$ cat src/rtl/regfile_pkg.sv
// Shared constants, FSM state type and address-width helper for the
// multi-ported register file and its scoreboard.
package regfile_pkg;

   localparam int DEF_XLEN  = 32;
   localparam int DEF_NREGS = 32;

   typedef enum logic [0:0] {
      ST_CLEAR = 1'b0,
      ST_READY = 1'b1
   } rf_state_e;

   function automatic int rf_aw(input int nregs);
      return (nregs <= 2) ? 1 : $clog2(nregs);
   endfunction

endpackage

$ cat src/rtl/regfile_scoreboard.sv
// Pending-producer bits: set on issue, cleared on write, issue wins a tie.
module regfile_scoreboard
   import regfile_pkg::*;
#(
   parameter int NREGS = DEF_NREGS,
   parameter int NWR   = 2,
   parameter int AW    = rf_aw(NREGS)
) (
   input  logic              clk,
   input  logic              rst_n,
   input  logic              set_en,
   input  logic [AW-1:0]     set_addr,
   input  logic [NWR-1:0]    clr_en,
   input  logic [NWR*AW-1:0] clr_addr,
   output logic [NREGS-1:0]  pending
);

   logic [NREGS-1:0] pend_d;
   logic [NREGS-1:0] pend_q;

   // NOTE: combinational blocks assign a default first and use '=' so no latch
   // is inferred; only the flop block below uses '<='.
   always_comb begin
      pend_d = pend_q;
      for (int i = 0; i < NWR; i++) begin
         if (clr_en[i]) pend_d[clr_addr[i*AW +: AW]] = 1'b0;
      end
      // Applied after the clears so a same-cycle reissue keeps the new producer outstanding.
      if (set_en) pend_d[set_addr] = 1'b1;
      pend_d[0] = 1'b0;
   end

   always_ff @(posedge clk or negedge rst_n) begin
      if (!rst_n) pend_q <= '0;
      else        pend_q <= pend_d;
   end

   assign pending = pend_q;

endmodule

$ cat src/rtl/regfile_mp.sv
// Multi-ported register file with x0 hardwired to zero, write-to-read bypass,
// pending scoreboard and a post-reset sweep that zeroes one entry per cycle.
module regfile_mp
   import regfile_pkg::*;
#(
   parameter int XLEN  = DEF_XLEN,
   parameter int NREGS = DEF_NREGS,
   parameter int NRD   = 2,
   parameter int NWR   = 2,
   localparam int AW   = rf_aw(NREGS)
) (
   input  logic                clk,
   input  logic                rst_n,
   input  logic [NRD-1:0]      rd_en,
   input  logic [NRD*AW-1:0]   rd_addr,
   output logic [NRD*XLEN-1:0] rd_data,
   output logic [NRD-1:0]      rd_valid,
   input  logic [NWR-1:0]      wr_en,
   input  logic [NWR*AW-1:0]   wr_addr,
   input  logic [NWR*XLEN-1:0] wr_data,
   input  logic                iss_en,
   input  logic [AW-1:0]       iss_addr,
   output logic                ready
);

   localparam logic [AW-1:0] LAST_IDX = AW'(NREGS - 1);

   rf_state_e        state_d;
   rf_state_e        state_q;
   logic [AW-1:0]    cnt_d;
   logic [AW-1:0]    cnt_q;
   logic [XLEN-1:0]  mem_q [NREGS];
   logic [NREGS-1:0] pending;
   logic [NWR-1:0]   wr_act;
   logic             iss_act;
   logic             clearing;

   assign ready    = (state_q == ST_READY);
   assign clearing = (state_q == ST_CLEAR);

   always_comb begin
      state_d = state_q;
      cnt_d   = cnt_q;
      if (clearing) begin
         if (cnt_q == LAST_IDX) state_d = ST_READY;
         else                   cnt_d   = cnt_q + AW'(1);
      end
   end

   always_ff @(posedge clk or negedge rst_n) begin
      if (!rst_n) begin
         state_q <= ST_CLEAR;
         cnt_q   <= AW'(1);
      end else begin
         state_q <= state_d;
         cnt_q   <= cnt_d;
      end
   end

   always_comb begin
      wr_act = '0;
      for (int i = 0; i < NWR; i++) begin
         wr_act[i] = ready && wr_en[i] && (wr_addr[i*AW +: AW] != '0);
      end
      iss_act = ready && iss_en && (iss_addr != '0);
   end

   // NOTE: the storage array has no reset term; the CLEAR sweep zeroes it
   // after reset, one entry per cycle.
   always_ff @(posedge clk) begin
      if (clearing) mem_q[cnt_q] <= '0;
      for (int i = 0; i < NWR; i++) begin
         if (wr_act[i]) mem_q[wr_addr[i*AW +: AW]] <= wr_data[i*XLEN +: XLEN];
      end
   end

   always_comb begin
      rd_data  = '0;
      rd_valid = '0;
      for (int p = 0; p < NRD; p++) begin
         if (ready && rd_en[p]) begin
            if (rd_addr[p*AW +: AW] == '0) begin
               rd_valid[p] = 1'b1;
            end else begin
               rd_data[p*XLEN +: XLEN] = mem_q[rd_addr[p*AW +: AW]];
               rd_valid[p]             = !pending[rd_addr[p*AW +: AW]];
               // Ascending port order lets write port 1 override port 0 here too.
               for (int i = 0; i < NWR; i++) begin
                  if (wr_act[i] && (wr_addr[i*AW +: AW] == rd_addr[p*AW +: AW])) begin
                     rd_data[p*XLEN +: XLEN] = wr_data[i*XLEN +: XLEN];
                     rd_valid[p]             = 1'b1;
                  end
               end
            end
         end
      end
   end

   regfile_scoreboard #(
      .NREGS (NREGS),
      .NWR   (NWR),
      .AW    (AW)
   ) u_scoreboard (
      .clk      (clk),
      .rst_n    (rst_n),
      .set_en   (iss_act),
      .set_addr (iss_addr),
      .clr_en   (wr_act),
      .clr_addr (wr_addr),
      .pending  (pending)
   );

endmodule

$ cat config.mk
export PLATFORM = sky130hd
export DESIGN_NAME = regfile_mp
export DESIGN_NICKNAME = d
export VERILOG_FILES = /design/src/rtl/regfile_pkg.sv /design/src/rtl/regfile_scoreboard.sv /design/src/rtl/regfile_mp.sv
export SDC_FILE = /design/constraint.sdc
export NUM_CORES = 2
export LEC_CHECK = 0
export CELL_PAD_IN_SITES_DETAIL_PLACEMENT = 2
export CELL_PAD_IN_SITES_GLOBAL_PLACEMENT = 2
export CORE_MARGIN = 5
export CORE_UTILIZATION = 43
export DETAILED_ROUTE_END_ITERATION = 10
export PLACE_DENSITY = 0.87
export SYNTH_ARGS = -nofsm -noshare
export SYNTH_HDL_FRONTEND = slang
export SYNTH_SLANG_ARGS = --single-unit
$ cat constraint.sdc
create_clock -name clk -period 5.95 [get_ports clk]
set_clock_uncertainty 0.2 [all_clocks]
set_input_delay 1.785 -clock clk [delete_from_list [all_inputs] [get_ports clk]]
set_output_delay 1.785 -clock clk [all_outputs]
set_load 0.02 [all_outputs]
==> impl_metrics.yaml, run 1 <==
global_routing:
  grt_max_degree: 66
  track_usage_pct: 78.9
  antenna_found_initial: 117
  grt_overflow: 18
run_status:
  stop_stage: "global routing (5_1_grt)"
  error_line: "[ERROR GRT-0232] Routing congestion too high. Check the congestion heatmap in the GUI."
  status: "stopped before the end"
logic_synthesis:
  netlist_area_um2: 62600
  synth-seq-cells: 1061
  avgSynthCellArea_um2: 11.4
  yosysWarnings: 0
  synth_edf_count: 1024
  postSynth.asyncResetShare_pct: 3.49
  syn_nets: 5584
  ys_seq_area_share_pct: 50.6
  ys.flop_type: "edfxtp_1"
  syn_inst: 5486
  ys_types: 55
placed_design:
  dp_slack_ns: -1.02
  port_buffers: 162
  placedCellCount: 7454
  finalWeightedCongestion: 0.928
  dp.final_hpwl_um: 215000
sta:
  repair-timing-grt-worst-ep: "rd_data[21]"
  worst-ep-kind: "output port"
clock_tree:
  cts_sinks: 1061
  ctsHoldBuffers: 0
  numCtsBuffers: 119
  htreeDepth: 3
  root_buffer: "clkbuf_16"
  cts_buffer_depth: 3
floorplanning:
  start_util_pct: 43.1
  ios: 163
  fp.dieH_um: 392
  rows: 140
  die_w_um: 392
==> synthesized netlist by cell type, drive strengths merged, types with 66 or more instances <==
| library cell | n | area [µm²] |
|---|---|---|
| mux4 | 460 | 10400 |
| nor2b | 70 | 438 |
| o21ai | 1134 | 5680 |
| clkbuf | 475 | 1800 |
| buf | 209 | 1140 |
| mux2i | 202 | 2020 |
| a21oi | 125 | 626 |
| nand2 | 1113 | 4180 |
| o221ai | 66 | 578 |
| nand3 | 73 | 365 |
| edfxtp | 1024 | 30700 |
| mux2 | 70 | 788 |
==> cell families after synthesis <==
logic type	synth area share (%)
xor gates and xnor gates	0.336
adders and majority gates	0.0399
buffers and inverters	4.90
AOI/OAI and AO/OA	13.8
muxes	21.0
and+or+nand+nor	9.33
DFF	50.6
==> metrics by stage <==
step | cell area [µm²] | util (%)
after floorplan | 62600 | -
after global placement | 70400 | 48.5
after detailed placement | 70400 | 48.5
after CTS | 76700 | 52.8
==> metal layers <==
layer / overflow / GRT usage [%]
met5: 0 / 55.6
met4: 10 / 77.6
met3: 0 / 72.1
met2: 8 / 89.3
met1: 0 / 76.9
==> repair_timing <==
action	4_1_cts
setup buffers	123
pin swaps	73
gates resized for setup	566
gates cloned	13
endpoints found under the setup margin	66
==> inputs of run 2 (changes only) <==
Settings changed: CELL_PAD_IN_SITES_DETAIL_PLACEMENT 2 to not set, CELL_PAD_IN_SITES_GLOBAL_PLACEMENT 2 to not set, CORE_UTILIZATION 43 to 40, PLACE_DENSITY 0.87 to not set, PLACE_DENSITY_LB_ADDON set to 0.15.
==> impl_metrics.yaml, run 2 <==
run_status:
  status: "complete, but fails checks"
  violations: "setup timing"
clock_tree:
  clkTransAtPathRegs_ns: 0.06
  cts_buffer_depth: 3
  root_buffer: "clkbuf_16"
  cts_sinks: 1061
  clock_latency_ns: 0.75
  cts_tree: "built"
  numCtsBuffers: 119
  htreeDepth: 3
global_routing:
  antenna_found_initial: 3
  grt_pass1_vias: 48900
  grt_overflow: 0
  track_usage_pct: 31.6
  grt_max_degree: 66
  grt_pass1_wl_um: 370000
drt:
  drtAntennaViolNets: 0
  drcViolationCount: 0
  drt_iter0_markers: 6562
  wl_um: 263000
  wire_per_inst_um: 32.9
  drt-pass1-iter-count: 6
  routed-via-count: 50400
  via_per_inst: 6.29
sta:
  maxClockFrequency_mhz: 164
  fin_crit_ns: 6.11
  timing.final.ws_setup_ns: -0.157
  relSlewSlack_pct: 17.4
  post-route-period-util_pct: 103
  fin_tns_setup_ns: -2.14
  report.final.slew_viol_count: 0
  worstMarginPinSlew_ns: 1.24
  setup_viol: 39
  hold_violations: 0
  holdWs_ns: 0.330
  rsz0062_at_grt: "yes"
layout:
  nets: 5955
  drive_gt1_share_pct: 29.2
  mostFrequentLayoutCell: "nand2_1"
  final_area_um2: 77500
  final_cell_mix: "nand2_1, o21ai_0, edfxtp_1"
  area_delta_synth_final_pct: 23.7
  top_register: "mem_q"
  largest_reg_flops: 1024
floorplanning:
  fp.dieH_um: 406
  die_w_um: 406
  start_util_pct: 40.2
  dieArea_um2: 165000
  rows: 145
  ios: 163
  core_area_um2: 156000
logic_synthesis:
  synth_fa_ha_area_share_pct: 0.0399
  ys_seq_area_share_pct: 50.6
  avgSynthCellArea_um2: 11.4
  synth_top_area_share_pct: 49.1
  yosys.area_share.simple_pct: 9.33
  synth_top_family_by_area: "multiplexers"
  synth_area_leaders: "edfxtp_1, mux4_2, o21ai_0, nand2_1, mux2i_1"
  syn_nets: 5584
  synth_compound_area_share_pct: 13.8
  ys_types: 55
  yosysWarnings: 0
  postSynth.asyncResetShare_pct: 3.49
  synth-seq-cells: 1061
  synth_xor_area_share_pct: 0.336
  syn_inst: 5486
  ys_top_cells_by_count: "o21ai_0, nand2_1, edfxtp_1"
  synth_mux_area_share_pct: 21.0
  ys.flop_type: "edfxtp_1"
  netlist_area_um2: 62600
  yosys.area.top_type: "edfxtp_1"
  yosysMostFrequentCell: "o21ai_0"
  synth_edf_count: 1024
min_path:
  holdPathStages: 1
  hp-class: "flop to flop"
  hp-start: "u_scoreboard.pending[26]$_DFF_PN0_"
  hold_end: "u_scoreboard.pending[26]$_DFF_PN0_"
placed_design:
  placed_cell_area_um2: 70700
  port_buffers: 162
  finalWeightedCongestion: 0.917
  dp.final_hpwl_um: 165000
worst_setup_path:
  startpoint_type: "input pin"
  required_ns: 3.96
  r2r_setup_slack_ns: 2.30
  end_kind: "output pin"
  crit_arrival_ns: 4.12
  worstSetupPathType: "input pin to output pin"
  timing.rr.start: "ready$_DFF_PN0_"
  r2r_cells: 6
  cp_max_fo: 5
  rr_endpoint: "mem_q[4][22]$_DFFE_PP_"
power:
  p_sw_share_pct: 26.1
  p_sw_mw: 4.75
  powerDensity_nw_per_um2: 235
  intPower_mw: 13.5
  combPwrFrac_pct: 15.2
  leakage_nw: 27.5
  seqPwrFrac_pct: 45.6
  clkPwrFrac_pct: 39.2
  peakVddDrop_uv: 219
job:
  cap_violations: 0
-- run 2: stage by stage --
step           total power [mW]  instances  worst slack, ns  utilization, %
3_5_place_dp               10.9       7626            -1.11            45.3
3_3_place_gp               10.9       7626            -1.14            45.3
6_report                   18.2       8010           -0.157            49.7
2_1_floorplan              9.77       5486          -0.0697               -
5_1_grt                    18.7       8009           -0.167            49.7
4_1_cts                    18.2       7967           -0.150            49.2
-- run 2: cell type report --
class / count / area, µm²
sequential: 1061 / 31700
antenna: 1 / 2.50
multi-input combinational: 3707 / 29200
inverter: 34 / 128
tap: 2058 / 2570
clock inverter: 63 / 450
timing repair buffer: 934 / 10200
clock buffer: 152 / 3200
fill: 13600 / 78600
-- run 2: how the worst max path moves through the flow --
stage / endpoint / startpoint / slack [ns] / cells past startpoint
after CTS: rd_data[6] / rd_addr[0] / -0.15 / 10
after global routing: rd_data[62] / rd_addr[5] / -0.17 / 14
after global placement: rd_data[53] / wr_addr[7] / -1.14 / 10
after detailed placement: rd_data[53] / wr_addr[7] / -1.11 / 10
after floorplan: mem_q[3][0]$_DFFE_PP_ / wr_addr[1] / -0.07 / 7
final: rd_data[6] / rd_addr[0] / -0.16 / 10
-- run 2: layer usage --
layer / GRT usage (%) / share of wire (%) / up-vias
met4: 15.5 / 6.1 / 0
met5: 0 / 0 / -
met2: 50.5 / 46 / 3080
met1: 41.6 / 38 / 25200
li1: - / - / 21400
met3: 5.83 / 9.9 / 688
-- run 2: cells by family (layout without fill, tap and decap cells) --
kind of cell	Yosys count	in the layout
XOR/XNOR	24	24
adder cells (fa/ha/maj)	2	2
other	0	1
AO/OA/AOI/OAI	1544	1544
AND/OR/NAND/NOR	1405	1405
multiplexers	732	732
buffers and inverters	718	1183
flip-flops	1061	1061
-- run 2: critical path, stage by stage --
cell	delay, ns
buf_16	0.12
buf_12	0.14
buf_16	0.12
buf_8	0.12
buf_6	0.10
mux4_2	0.50
mux4_2	0.56
and2_4	0.17
a211o_1	0.34
buf_6	0.16
-- run 2: power groups by stage --
stage	registers (mW)	logic [mW]	clock network (mW)
floorplan	8.46	1.31	0
global placement	8.47	2.44	0
detailed placement	8.47	2.46	0
CTS	8.31	2.67	7.21
global route	8.32	2.88	7.53
finish	8.31	2.76	7.15
-- run 2: repair_timing --
item                                    CTS  global route
gates cloned                             16             7
endpoints found under the setup margin   66            66
buffers inserted                        119            49
hold buffers                              0             0
gates resized for setup                 481           134
endpoints found under the hold margin     0             0
pin swaps                                92            69
No activity file was read; power rests on OpenSTA's default activity.
